### src/rtl/memory_master.sv
// memory_master: valid/ready bus-master front end for the negedge-clocked Memory BRAM.
// Drives active-low Mem_En / Mem_Write_EN strobes, returns captured read data.
// Optional feature macro: MEMORY_MASTER_BURST_EN (multi-beat incrementing bursts).
module memory_master #(
    parameter int unsigned AddrWidth = 8,
    parameter int unsigned DataWidth = 16,
    parameter int unsigned LenWidth  = 4
) (
    input  logic                 Clk,
    input  logic                 Reset,
    input  logic                 Req_Valid,
    output logic                 Req_Ready,
    input  logic                 Req_Write,
    input  logic [AddrWidth-1:0] Req_Addr,
    input  logic [LenWidth-1:0]  Req_Len,
    input  logic [DataWidth-1:0] Wr_Data,
    input  logic                 Wr_Valid,
    output logic                 Wr_Ready,
    output logic [DataWidth-1:0] Rd_Data,
    output logic                 Rd_Valid,
    input  logic                 Rd_Ready,
    output logic                 Busy,
    output logic [DataWidth-1:0] Mem_DIn,
    output logic [AddrWidth-1:0] Mem_Address,
    output logic                 Mem_Write_EN,
    output logic                 Mem_En,
    input  logic [DataWidth-1:0] Mem_DOut
);

    typedef enum logic [1:0] {
        S_IDLE     = 2'd0,
        S_WRITE    = 2'd1,
        S_RD_ISSUE = 2'd2,
        S_RD_WAIT  = 2'd3
    } state_e;

    state_e                 state_q, state_d;
    logic [AddrWidth-1:0]   addr_q, addr_d;
    logic                   req_ready_q, req_ready_d;
    logic                   wr_ready_q, wr_ready_d;
    logic                   rd_valid_q, rd_valid_d;
    logic [DataWidth-1:0]   rd_data_q, rd_data_d;
    logic                   busy_q, busy_d;
    logic [DataWidth-1:0]   mem_din_q, mem_din_d;
    logic [AddrWidth-1:0]   mem_addr_q, mem_addr_d;
    logic                   mem_we_n_q, mem_we_n_d;
    logic                   mem_en_n_q, mem_en_n_d;

    logic                   req_fire_c;
    logic                   wr_fire_c;
    logic                   rd_fire_c;
    logic                   last_beat_c;
    logic [AddrWidth-1:0]   addr_inc_c;

`ifdef MEMORY_MASTER_BURST_EN
    logic [LenWidth-1:0]    beats_q, beats_d;

    // Burst bookkeeping: remaining beats and wrapping address increment
    assign last_beat_c = (beats_q == '0);
    assign addr_inc_c  = AddrWidth'(addr_q + 1'b1);
`else
    logic                   unused_len_c;

    // Single-beat build: Req_Len is ignored and the address never advances
    assign last_beat_c  = 1'b1;
    assign addr_inc_c   = addr_q;
    assign unused_len_c = ^Req_Len;
`endif

    // Handshake qualifiers, each only meaningful in its own state
    assign req_fire_c = (state_q == S_IDLE)    && Req_Valid && req_ready_q;
    assign wr_fire_c  = (state_q == S_WRITE)   && Wr_Valid  && wr_ready_q;
    assign rd_fire_c  = (state_q == S_RD_WAIT) && rd_valid_q && Rd_Ready;

    // State and registered outputs
    always_ff @(posedge Clk) begin
        if (Reset) begin
            state_q     <= S_IDLE;
            addr_q      <= '0;
            req_ready_q <= 1'b0;
            wr_ready_q  <= 1'b0;
            rd_valid_q  <= 1'b0;
            rd_data_q   <= '0;
            busy_q      <= 1'b0;
            mem_din_q   <= '0;
            mem_addr_q  <= '0;
            mem_we_n_q  <= 1'b1;
            mem_en_n_q  <= 1'b1;
`ifdef MEMORY_MASTER_BURST_EN
            beats_q     <= '0;
`endif
        end else begin
            state_q     <= state_d;
            addr_q      <= addr_d;
            req_ready_q <= req_ready_d;
            wr_ready_q  <= wr_ready_d;
            rd_valid_q  <= rd_valid_d;
            rd_data_q   <= rd_data_d;
            busy_q      <= busy_d;
            mem_din_q   <= mem_din_d;
            mem_addr_q  <= mem_addr_d;
            mem_we_n_q  <= mem_we_n_d;
            mem_en_n_q  <= mem_en_n_d;
`ifdef MEMORY_MASTER_BURST_EN
            beats_q     <= beats_d;
`endif
        end
    end

    // Next-state logic; WRITE holds one extra cycle (Wr_Ready low) to cover the final strobe
    always_comb begin
        state_d = state_q;
        case (state_q)
            S_IDLE: begin
                if (req_fire_c) begin
                    state_d = Req_Write ? S_WRITE : S_RD_ISSUE;
                end
            end
            S_WRITE: begin
                if (!wr_ready_q) begin
                    state_d = S_IDLE;
                end
            end
            S_RD_ISSUE: begin
                state_d = S_RD_WAIT;
            end
            S_RD_WAIT: begin
                if (rd_fire_c) begin
                    state_d = last_beat_c ? S_IDLE : S_RD_ISSUE;
                end
            end
            default: begin
                state_d = S_IDLE;
            end
        endcase
    end

    // Output and datapath next values; strobes default to inactive every cycle
    always_comb begin
        addr_d      = addr_q;
        req_ready_d = req_ready_q;
        wr_ready_d  = wr_ready_q;
        rd_valid_d  = rd_valid_q;
        rd_data_d   = rd_data_q;
        busy_d      = busy_q;
        mem_din_d   = mem_din_q;
        mem_addr_d  = mem_addr_q;
        mem_we_n_d  = 1'b1;
        mem_en_n_d  = 1'b1;
`ifdef MEMORY_MASTER_BURST_EN
        beats_d     = beats_q;
`endif
        case (state_q)
            S_IDLE: begin
                req_ready_d = 1'b1;
                if (req_fire_c) begin
                    addr_d      = Req_Addr;
`ifdef MEMORY_MASTER_BURST_EN
                    beats_d     = Req_Len;
`endif
                    req_ready_d = 1'b0;
                    busy_d      = 1'b1;
                    if (Req_Write) begin
                        wr_ready_d = 1'b1;
                    end else begin
                        mem_en_n_d = 1'b0;
                        mem_addr_d = Req_Addr;
                    end
                end
            end
            S_WRITE: begin
                if (wr_fire_c) begin
                    mem_en_n_d = 1'b0;
                    mem_we_n_d = 1'b0;
                    mem_addr_d = addr_q;
                    mem_din_d  = Wr_Data;
                    addr_d     = addr_inc_c;
`ifdef MEMORY_MASTER_BURST_EN
                    beats_d    = LenWidth'(beats_q - 1'b1);
`endif
                    if (last_beat_c) begin
                        wr_ready_d = 1'b0;
                    end
                end
                if (!wr_ready_q) begin
                    req_ready_d = 1'b1;
                    busy_d      = 1'b0;
                end
            end
            S_RD_ISSUE: begin
                rd_data_d  = Mem_DOut;
                rd_valid_d = 1'b1;
            end
            S_RD_WAIT: begin
                if (rd_fire_c) begin
                    rd_valid_d = 1'b0;
                    if (last_beat_c) begin
                        req_ready_d = 1'b1;
                        busy_d      = 1'b0;
                    end else begin
                        addr_d     = addr_inc_c;
`ifdef MEMORY_MASTER_BURST_EN
                        beats_d    = LenWidth'(beats_q - 1'b1);
`endif
                        mem_en_n_d = 1'b0;
                        mem_addr_d = addr_inc_c;
                    end
                end
            end
            default: begin
                req_ready_d = 1'b0;
            end
        endcase
    end

    assign Req_Ready    = req_ready_q;
    assign Wr_Ready     = wr_ready_q;
    assign Rd_Valid     = rd_valid_q;
    assign Rd_Data      = rd_data_q;
    assign Busy         = busy_q;
    assign Mem_DIn      = mem_din_q;
    assign Mem_Address  = mem_addr_q;
    assign Mem_Write_EN = mem_we_n_q;
    assign Mem_En       = mem_en_n_q;

endmodule

### config.mk
export PLATFORM = sky130hd
export DESIGN_NAME = memory_master
export DESIGN_NICKNAME = d
export VERILOG_FILES = /design/src/rtl/memory_master.sv
export SDC_FILE = /design/constraint.sdc
export NUM_CORES = 1
export LEC_CHECK = 0
export BUFFER_PORTS_ARGS = -buffer_cell sky130_fd_sc_hd__buf_2
export CAP_MARGIN = 20
export CORE_AREA = 2 2 72 74
export CTS_CLUSTER_SIZE = 40
export DETAILED_ROUTE_END_ITERATION = 10
export DIE_AREA = 0 0 74 76
export MAX_ROUTING_LAYER = met4
export PLACE_DENSITY = 0.76
export SYNTH_ARGS = -nofsm -noshare
export SYNTH_HDL_FRONTEND = slang
export SYNTH_SLANG_ARGS = --single-unit
### constraint.sdc
create_clock -name Clk -period 1.42 [get_ports Clk]
set_input_delay 0.071 -clock Clk [delete_from_list [all_inputs] [get_ports Clk]]
set_output_delay 0.071 -clock Clk [all_outputs]
set_load 0.03 [all_outputs]
==> results.md <==
- EDFF count, synth: 0
- Die area: 5620 um2
- Avg Cell Area, Syn: 8.31 um2
- # setup viols final: 0
- Cells after DPL: 421
- Initial antenna violation count: 0
- WHS: 0.00734 ns
- Power Internal: 2340 uW
- Status: complete, no violations
- Slowest stage cell, crit path: nand4bb_2
- IO buf count: 91
- Antenna Cells: 0
- Worst Path Max Fanout: 5
- Final Hold Viols: 0
- Area Overhead vs Synth: 45.3%
- Drt first pass iters: 6
- CORE AREA: 4910 um2
- Number of global-route vias before repair: 2,078
- Max Root-Sink Buffers: 2
- Total wire length: 5490 um
- CP Capture Type: flop
- Slew headroom: 59.3%
- DRT antenna net count: 0
- Post-Syn Instances: 262
- Placement-stage cell area: 2750 um2
- Share of post-route cells with drive strength above 1: 32.0%
- Max Transition Viols Final: 0
- Clock transition at path regs: 0.09 ns
- Vias: 2,178
- Floorplan row count: 26
- Clock power share: 26.6%
- Period minus WS final: 1.31 ns
- Actual slew at the worst max-slew pin: 0.610 ns
- Post-Synthesis Cell Area: 2180 um2
- Post-Place Worst Slack: 0.0786 ns
- Worst Path Arrival: 1.53 ns
- DR vias/cell: 4.76
- CTS tree: built
- Worst hold-check path type: in2reg
- Wire length per cell: 12.0 um
- CP Class: reg2reg
- Total Nets Final: 437
- Top post-synthesis cells by count: nand2_1, dfxtp_1, a21oi_1, nand2b_1, nor2_1
- Finished Layout Cells: 458
- GRT Total Usage: 20.4%
- Sequential fraction of the synthesis area: 51.5%
- Clock buffer count from CTS: 5
- Initial Util: 44.3%
- Pwr Density: 1030 nW/um2
- Leak: 0.00134 uW
- Warnings from Yosys: 0
- Dpl hpwl: 3550 um
- CP Data Required Time: 1.64 ns
- Routability cong.: 0.759
- Fin crit share: 92.6%
- PnR worst setup slack: 0.106 ns
- First-pass GRT wire length: 8850 um
- Biggest area consumer among synthesized cells: dfxtp_1
- Post-synthesis register bit count: 56
- Fmax achieved: 761 MHz
- Power share of the combinational group: 21.4%
- Largest net degree at the start of global routing: 30
- Number of clock sinks: 56
- VDD IR max: 0.471 mV
- Number of unique standard cell types used by synthesis: 25
- Initial detailed-routing violation count: 96
- Sw power: 905 uW
- Ports: 96
- Async set-reset flop share out of synthesis: 0%
- DRC: 0
- H-tree depth: 2
- Post-synth top flop: dfxtp_1
- Clk Latency, worst-skew pair: 0.30 ns
- Synth Net Count: 312
- Grt ovf: 0
- MaxCap Viol Count: 0
- Core Util, Final: 64.4%
- Layout Skew: 0.00288 ns
- Root Buffer: clkbuf_8
- Die Y: 76 um
- CP cell instances: nand4bb_2 > a21oi_4 > nor2_1 > a211oi_1
- Final Cell Area: 3160 um2
- Sw Ratio: 27.9%
- Top post-synthesis cells by area: dfxtp_1, nand2_1, a21oi_1, nand2b_1, a211oi_1
- DIE WIDTH: 74 um
- CP Launch Type: flop
- Sequential power share: 52.0%
- Top-area cell type share of the netlist area: 51.5%
- Crit-path max cell delay: 0.35 ns
- Most used standard cell by instance count after synthesis: nand2_1
## worst max-delay path: cells and delay by family (launching register included)
kind,cells,cell delay (ns)
AND/OR/NAND/NOR,2,0.41
AO/OA/AOI/OAI,2,0.47
flip-flops,1,0.34
## sequential cells by signal, summed over array words and instances (netlist names)
register      cells
Busy              1
Mem_Address       8
Mem_DIn          16
Mem_En            1
Mem_Write_EN      1
Rd_Data          16
Rd_Valid          1
Req_Ready         1
Wr_Ready          1
addr_inc_c        8
state_q           2
## final cells by class
class / instances / area [um2]
clock buffers: 8 / 90.1
fillers: 401 / 1750
multi-input cells: 189 / 978
flip-flops and latches: 56 / 1120
well taps: 70 / 87.6
repair buffers: 135 / 886
## through the flow
stage               power [uW]  setup TNS, ns
floorplan                 2130              0
global placement          2330              0
detailed placement        2340              0
CTS                       3260              0
global route              3440       -0.00329
finish                    3250              0
## power groups by stage
stage,Combinational [uW],Clock [uW],Sequential (uW)
6_report,695,865,1690
5_1_grt,765,974,1700
4_1_cts,670,902,1690
3_5_place_dp,614,0,1720
3_3_place_gp,606,0,1720
2_1_floorplan,290,0,1840
## final timing paths
check	startpoint	endpoint	slack (ns)	cells after the start
min reg2reg	Mem_DIn[15]	Mem_DIn[15]	0.45	2
max	state_q[0]	Mem_Address[4]	0.11	4
max reg2reg	state_q[0]	Mem_Address[4]	0.11	4
min	Wr_Data[1]	Mem_DIn[1]	0.007	3
## cell usage in the layout (no fill, tap or decap), types with 2 or more instances in the layout
cell type,instances
dlygate4sd3_1,27
clkbuf_8,6
nand2_1,84
a311oi_1,3
nor2_1,10
dfxtp_1,56
a211oi_1,7
nor2b_1,3
buf_12,2
o31ai_1,8
buf_6,2
nand2_2,3
buf_2,91
nor3_1,2
a21oi_1,44
buf_4,13
clkbuf_1,2
o21ai_0,2
nand2b_1,11
## cells by family (layout without fill, tap and decap cells)
logic type,count (synthesis),in the layout,share of synthesized area [%]
AND/OR/NAND/NOR,121,121,25.5
AO/OA/AOI/OAI,67,68,18.4
flip-flops,56,56,51.5
buffers and inverters,18,143,4.54
## layer usage
layer	track usage, %	share of wire [%]
met1	21.7	41
met2	34.8	53
met3	5.03	3.3
met4	9.64	2.3
met5	-	0
## timing repair
action                                  4_1_cts  5_1_grt
buffers inserted                              0        1
resized for setup                             0        5
hold buffers                                 26        1
endpoints found under the hold margin        26        1
endpoints found under the setup margin        0       14
Note: power is estimated with default switching activity, not from simulation.
